<file path="src/rtl/wb_port_arbiter.sv">
// wb_port_arbiter: shares the register-file write port between the MEM/WB
// pipeline register and a long-latency unit. Long-unit results are queued
// in a small FIFO and drained into cycles where the pipeline does not write.
// A scoreboard reports which registers still have a queued write, and a stall
// request is raised when a queued result has been blocked for too long.
module wb_port_arbiter #(
  parameter int DEPTH        = 2,
  parameter int STARVE_LIMIT = 4,
  parameter int AW           = 5,
  parameter int DW           = 32
) (
  input  logic          clk,
  input  logic          rst,
  input  logic          wb_wreg,
  input  logic [AW-1:0] wb_wd_addr,
  input  logic [DW-1:0] wb_wdata,
  input  logic          lu_valid,
  input  logic [AW-1:0] lu_addr,
  input  logic [DW-1:0] lu_data,
  output logic          lu_ready,
  output logic          rf_we,
  output logic [AW-1:0] rf_waddr,
  output logic [DW-1:0] rf_wdata,
  input  logic [AW-1:0] chk_a,
  input  logic [AW-1:0] chk_b,
  input  logic [AW-1:0] chk_d,
  output logic          busy_a,
  output logic          busy_b,
  output logic          busy_d,
  output logic          stallreq
);

  localparam int PW = $clog2(DEPTH);
  localparam int CW = $clog2(DEPTH + 1);
  localparam logic [CW-1:0] DEPTH_C  = CW'(DEPTH);
  localparam logic [3:0]    STARVE_C = 4'(STARVE_LIMIT);
  localparam logic [4:0]    STARVE_W = 5'(STARVE_LIMIT);

  logic [AW-1:0] fifo_addr_q [DEPTH];
  logic [AW-1:0] fifo_addr_d [DEPTH];
  logic [DW-1:0] fifo_data_q [DEPTH];
  logic [DW-1:0] fifo_data_d [DEPTH];
  logic [PW-1:0] rd_ptr_q, rd_ptr_d;
  logic [PW-1:0] wr_ptr_q, wr_ptr_d;
  logic [CW-1:0] count_q, count_d;
  logic [3:0]    age_q, age_d;
  logic          stall_q, stall_d;

  logic          has_entry;
  logic          push;
  logic          pop;
  logic [4:0]    age_inc;
  logic [PW-1:0] sb_idx;

  // Handshake and queue-movement decisions; lu_ready looks only at registered occupancy.
  always_comb begin
    has_entry = (count_q != '0);
    lu_ready  = (count_q < DEPTH_C) && !rst;
    push      = lu_valid && lu_ready && (lu_addr != '0);
    pop       = !rst && !wb_wreg && has_entry;
  end

  // Write-port mux: pipeline first, then FIFO head, otherwise idle with zeros.
  always_comb begin
    rf_we    = 1'b0;
    rf_waddr = '0;
    rf_wdata = '0;
    if (!rst) begin
      if (wb_wreg) begin
        rf_we    = 1'b1;
        rf_waddr = wb_wd_addr;
        rf_wdata = wb_wdata;
      end else if (has_entry) begin
        rf_we    = 1'b1;
        rf_waddr = fifo_addr_q[rd_ptr_q];
        rf_wdata = fifo_data_q[rd_ptr_q];
      end
    end
  end

  // Next-state for FIFO storage, pointers, occupancy, starvation age and stall flag.
  always_comb begin
    fifo_addr_d = fifo_addr_q;
    fifo_data_d = fifo_data_q;
    rd_ptr_d    = rd_ptr_q;
    wr_ptr_d    = wr_ptr_q;
    count_d     = count_q;
    age_d       = age_q;
    stall_d     = stall_q;
    age_inc     = {1'b0, age_q} + 5'd1;

    if (push) begin
      fifo_addr_d[wr_ptr_q] = lu_addr;
      fifo_data_d[wr_ptr_q] = lu_data;
      wr_ptr_d              = wr_ptr_q + PW'(1);
    end
    if (pop) begin
      rd_ptr_d = rd_ptr_q + PW'(1);
    end
    case ({push, pop})
      2'b10:   count_d = count_q + CW'(1);
      2'b01:   count_d = count_q - CW'(1);
      default: count_d = count_q;
    endcase

    if (!has_entry || pop) begin
      age_d = 4'd0;
    end else if (wb_wreg && (age_q < STARVE_C)) begin
      age_d = age_q + 4'd1;
    end

    if (pop) begin
      stall_d = 1'b0;
    end else if (has_entry && wb_wreg && (age_inc >= STARVE_W)) begin
      stall_d = 1'b1;
    end
  end

  // Control state register with synchronous reset; discards all queued entries.
  always_ff @(posedge clk) begin
    if (rst) begin
      rd_ptr_q <= '0;
      wr_ptr_q <= '0;
      count_q  <= '0;
      age_q    <= '0;
      stall_q  <= 1'b0;
    end else begin
      rd_ptr_q <= rd_ptr_d;
      wr_ptr_q <= wr_ptr_d;
      count_q  <= count_d;
      age_q    <= age_d;
      stall_q  <= stall_d;
    end
  end

  // FIFO payload storage; contents are only meaningful below count_q, so no reset.
  always_ff @(posedge clk) begin
    fifo_addr_q <= fifo_addr_d;
    fifo_data_q <= fifo_data_d;
  end

  // Pending-write scoreboard over valid FIFO entries plus an offered long-unit result.
  always_comb begin
    busy_a = 1'b0;
    busy_b = 1'b0;
    busy_d = 1'b0;
    sb_idx = '0;
    for (int k = 0; k < DEPTH; k++) begin
      sb_idx = rd_ptr_q + PW'(k);
      if (CW'(k) < count_q) begin
        if (fifo_addr_q[sb_idx] == chk_a) busy_a = 1'b1;
        if (fifo_addr_q[sb_idx] == chk_b) busy_b = 1'b1;
        if (fifo_addr_q[sb_idx] == chk_d) busy_d = 1'b1;
      end
    end
    if (lu_valid) begin
      if (lu_addr == chk_a) busy_a = 1'b1;
      if (lu_addr == chk_b) busy_b = 1'b1;
      if (lu_addr == chk_d) busy_d = 1'b1;
    end
    busy_a = busy_a && (chk_a != '0) && !rst;
    busy_b = busy_b && (chk_b != '0) && !rst;
    busy_d = busy_d && (chk_d != '0) && !rst;
  end

  // Stall request mirrors the registered flag, forced low during reset.
  always_comb begin
    stallreq = stall_q && !rst;
  end

endmodule

</file>
<file path="config.mk">
export PLATFORM = sky130hd
export DESIGN_NAME = wb_port_arbiter
export DESIGN_NICKNAME = d
export VERILOG_FILES = /design/src/rtl/wb_port_arbiter.sv
export SDC_FILE = /design/constraint.sdc
export NUM_CORES = 1
export LEC_CHECK = 0
export BUFFER_PORTS_ARGS = -buffer_cell sky130_fd_sc_hd__buf_2
export CAP_MARGIN = 40
export CORE_ASPECT_RATIO = 1.2
export CORE_UTILIZATION = 40
export CTS_CLUSTER_DIAMETER = 100
export DETAILED_ROUTE_END_ITERATION = 7
export GPL_ROUTABILITY_DRIVEN = 0
export PLACE_DENSITY = 0.72
export SETUP_SLACK_MARGIN = 0.05
export SYNTH_ARGS = -nofsm -noshare
export SYNTH_HDL_FRONTEND = slang
export SYNTH_SLANG_ARGS = --single-unit
</file>
<file path="constraint.sdc">
create_clock -name clk -period 3.8 [get_ports clk]
set_clock_uncertainty 0.05 [all_clocks]
set_input_delay 0.57 -clock clk [delete_from_list [all_inputs] [get_ports clk]]
set_output_delay 0.57 -clock clk [all_outputs]
set_load 0.01 [all_outputs]
</file>
# Word-level counts from Yosys, hierarchy flattened

Cells that the tools add are included.

Bits in registers: 83
Input port bits: 93
Output and inout port bits: 43
Logic and storage cells: 109

Add/sub/neg operators: 6
Magnitude comparators: 9
Eq/ne operators: 11
Multiplexer cells: 43
Bitwise gates (word level): 3
Reductions and logical operators: 28

Operators by type and width:

| cell                  | count |
|---|---|
| $mux W32              | 7 |
| $bwmux W64            | 1 |
| $mux W5               | 10 |
| $eq A5 B5 Y1          | 9 |
| $demux W32 S1         | 1 |
| $mux W1               | 21 |
| $reduce_bool A5 Y1    | 4 |
| $logic_and A1 B1 Y1   | 16 |
| $bwmux W10            | 1 |
| $ge A2 B2 Y1 const B  | 3 |
| $not A1 Y2            | 3 |
| $add A4 B1 Y5 const B | 1 |
| $demux W5 S1          | 1 |
| $ge A5 B3 Y1 const B  | 1 |
| $add A4 B1 Y4 const B | 1 |
| $lt A1 B2 Y1 const A  | 2 |
| $lt A4 B3 Y1 const B  | 1 |
| $pmux W2 S2           | 1 |
| $reduce_bool A2 Y1    | 2 |
| $reduce_or A2 Y1      | 2 |
| $logic_not A1 Y1      | 3 |
| $add A1 B1 Y1 const B | 2 |
| $add A2 B1 Y2 const B | 1 |
| $eq A2 B1 Y1 const B  | 1 |
| other kinds (5)       | 5 |

# Depth between registers and ports, before layout

Word-level depth: 13
Mapped depth: 11
Mapped depth without buffers: 8

# Least setup slack after synthesis

OpenSTA, ideal clock, no wires.

Path type: input port to flip-flop
Start point: input rst
End point: register fifo_addr_q[0] (netlist bit), enable pin
Library setup time: 0.431 ns
Arrival time: 2.568 ns
Data required time: 3.319 ns
Path slack: 0.751 ns
Stages on the path: 3
Path through: nor2_1 -> o211ai_2 -> nor2_1

Longest elaborated chain between the ends: 4

RTL lines:

| element                          | line | RTL |
|---|---|---|
| start: declaration               | 13   | `input logic rst,` |
| $logic_not A1 Y1                 | 58   | `lu_ready = (count_q < DEPTH_C) && !rst;` |
| $logic_and A1 B1 Y1              | 58   |  |
| $logic_and A1 B1 Y1 (2 in a row) | 59   | `push = lu_valid && lu_ready && (lu_addr != '0);` |
| end signal: assignment           | 138  | `fifo_addr_q <= fifo_addr_d;` |
| end: declaration                 | 39   | `logic [AW-1:0] fifo_addr_q [DEPTH];` |

Every way passes these cells.
A chain may end at the register's enable or synchronous reset.

# Worst setup path after layout

Start point: register count_q[1]
End point: output rf_wdata[16]

Longest elaborated chain between the ends: 4

RTL lines:

| element                  | line | RTL |
|---|---|---|
| start: declaration       | 45   | `logic [CW-1:0] count_q, count_d;` |
| start signal: assignment | 130  | `count_q <= count_d;` |
| $reduce_bool A2 Y1       | 57   | `has_entry = (count_q != '0);` |
| $mux W32                 | 73   | `end else if (has_entry) begin` |
| $mux W32                 | 69   | `if (wb_wreg) begin` |
| $mux W32                 | 68   | `if (!rst) begin` |
| end: declaration         | 23   | `output logic [DW-1:0] rf_wdata,` |

Every way passes these cells.

==> run metrics <==
largest net degree at the start of global routing 38; GRT Total Usage 17.5%; Starting Density 41.1%; # fillers 894; Yosys reg bits 83; Yosys Warn Count 0; Worst VDD drop 0.263 mV; Nets 571; Max Cap Viol 0; Hold Buf Count CTS 0; Worst Tran Pin Value 544 ps; Final setup violation count 0; Hold Path Stages 1; post-layout util 52.3%; Hold Path Class input port to flop; Post-DP Area 0.00496 mm2; Lkg Pwr 2.06 nW; Post-CTS Resized 0; ratio of cells with drive above 1 in the final layout 35.4%; Overflow after GRT 0; run status finished, final reports clean; final instance area 0.00526 mm2; Core ar. 0.0101 mm2; Net Count, Synth 433; Starting DRT DRC Count 145; Port Buffers 135; R2R Path End count_q[1]; worst hold slack 375 ps; Tcrit/Tclk final 77.8%; Root Driver clkbuf_16; drt total wl 8950 um; multiplexer share of the synthesized area 11.8%; CP max FO 23; Fin Setup TNS 0 ps; CTS Buffer Depth 2; crit path time final 2950 ps; worst reg-to-reg setup slack 1630 ps; die width 94.9 um; Max-slew headroom 63.8%; Max H-tree Level 3; die area 0.0108 mm2; post-synthesis compound-gate area fraction 5.96%; per-cell routed wire length 14.8 um; TritonCTS Sinks 83; Mean Syn Cell Area 12.4 um2; initial antenna violation count 0; Boundary Pins 136; fmax 338 MHz; Worst Setup End Kind primary output; Min-Delay Endpoint fifo_data_q[39]; reg2reg path depth 8; Syn Std Cell Area 0.00414 mm2; largest family of logic cells by synthesized area multiplexers; Pre-antenna DRT Iters 4; Hold Violations, Final 0; post-synthesis sequential area ratio 58.0%; Clock Latency Late Sink 330 ps; Adder-Cell Fraction of Synth Area 1.51%; Required @ worst endpoint 3180 ps; RSZ-0062 raised after global routing no; CTS Buf Count 9; die height 113 um; total number of vias 3070; vias in the first global route 2994; P&R area growth vs syn 27.1%; Vias/cell 5.08; Synth Area in Simple Gates 9.58%; Synth Area in XOR/XNOR 10.6%; first-pass GRT wire length 14200 um; Power Density 460 mW/mm2; Slew Viols, Final 0; crit path DAT 2330 ps; Residual DRC 0; CTS tree yes; CP startpoint kind flop; Pwr Total 2.42 mW; Synth cell types 28; antenna-violating nets left 0; Post-Synthesis Cells 335; post-DP HPWL 6400 um; min-delay src lu_data[7]; CTS clk-pin slew, worst paths 60 ps; Critical R2R Launch count_q[1]; critical path class flop to primary output; postcts setup bufs 0; # rows 40; diode count 0; Critical path origin count_q[1]
==> worst max-delay path, cell delays in order, from the launching register on <==
cell and delay (ps):
dfxtp_1 360, inv_1 90, ha_1 300, or3_1 600, buf_4 320, o21ai_0 190, buf_2 150
==> registers in the layout, summed over array words and instances, names as in the netlist <==
signal	flops
age_q	4
count_q	2
fifo_addr_q	10
fifo_data_q	64
rd_ptr_q	1
stall_q	1
wr_ptr_q	1
==> metal layers <==
metal / GRT usage [%] / wire length [um]
met1: 21.8 / 3900
met2: 29.0 / 4350
met3: 4.40 / 551
met4: 6.97 / 146
met5: 0 / 0
==> area by class of cell <==
cell class / count / area [um2] / area share, %
sequential: 83 / 2400 / 45.7
multi-input combinational: 231 / 1650 / 31.4
timing repair buffer: 141 / 721 / 13.7
clock buffer: 10 / 229 / 4.35
tap: 126 / 158 / 3.00
clock inverter: 6 / 72.6 / 1.38
inverter: 7 / 26.3 / 0.499
==> Yosys cell counts <==
cell	number	area (um2)
ha_1	5	62.6
buf_2	3	15.0
nor2_1	13	48.8
nor3_1	9	45.0
buf_6	1	11.3
a21oi_1	6	30.0
a31oi_1	1	6.26
nand2b_1	2	12.5
or3_1	1	6.26
nand3_1	3	15.0
dfxtp_1	9	180
buf_12	1	20.0
inv_1	7	26.3
nand4_1	9	56.3
clkbuf_1	9	33.8
o211ai_2	1	12.5
xnor2_1	26	228
mux2i_1	35	350
o21ai_0	38	190
or4_1	1	7.51
mux2i_2	5	68.8
xor2_1	24	210
nor2b_1	1	6.26
nor4_1	9	56.3
a211oi_1	1	7.51
edfxtp_1	74	2220
mux2i_4	3	67.6
nand2_1	38	143
==> power breakdown <==
group          internal (mW)  switching [mW]
Combinational          0.214           0.264
Clock                  0.516           0.348
Sequential              1.05          0.0326
==> worst max path at each step <==
stage / cells after the start / slack, ps / end
final: 6 / 850 / rf_wdata[16]
after global routing: 6 / 650 / rf_wdata[25]
after floorplan: 3 / 750 / fifo_addr_q[0]
after global placement: 5 / 1120 / rf_wdata[2]
after detailed placement: 5 / 1080 / rf_wdata[28]
after CTS: 6 / 800 / rf_wdata[4]
==> cell families (layout without fill, tap and decap cells) <==
| kind of cell | after synthesis | after routing |
|---|---|---|
| DFF | 83 | 83 |
| AOI/OAI and AO/OA | 47 | 47 |
| and+or+nand+nor | 86 | 86 |
| buffers and inverters | 21 | 164 |
| xor gates and xnor gates | 50 | 50 |
| muxes | 43 | 43 |
| adders and majority gates | 5 | 5 |
==> per-stage QoR <==
step,setup slack (ps),instances
after floorplan,751,335
final,845,604
after global placement,1120,588
after CTS,804,604
after global routing,649,604
after detailed placement,1080,588
==> layout by cell type, fill, tap and decap left out <==
cell        netlist  routed
a211oi_1          1       1
a21oi_1           6       6
a31oi_1           1       1
buf_2             3     135
buf_4             0       6
bufinv_16         0       1
clkbuf_1          9       1
clkbuf_16         0       9
clkinv_4          0       2
clkinvlp_4        0       1
dfxtp_1           9       8
dfxtp_2           0       1
edfxtp_1         74      74
ha_1              5       5
inv_1             7       7
inv_6             0       2
mux2i_1          35      35
mux2i_2           5       5
mux2i_4           3       3
nand2_1          38      38
nand2b_1          2       2
nand3_1           3       3
nand4_1           9       9
nor2_1           13      10
nor2_4            0       3
nor2b_1           1       1
nor3_1            9       9
nor4_1            9       9
o211ai_2          1       1
o21ai_0          38      38
or3_1             1       1
or4_1             1       1
xnor2_1          26      26
xor2_1           24      24
Power figures use the tool's default switching activity.
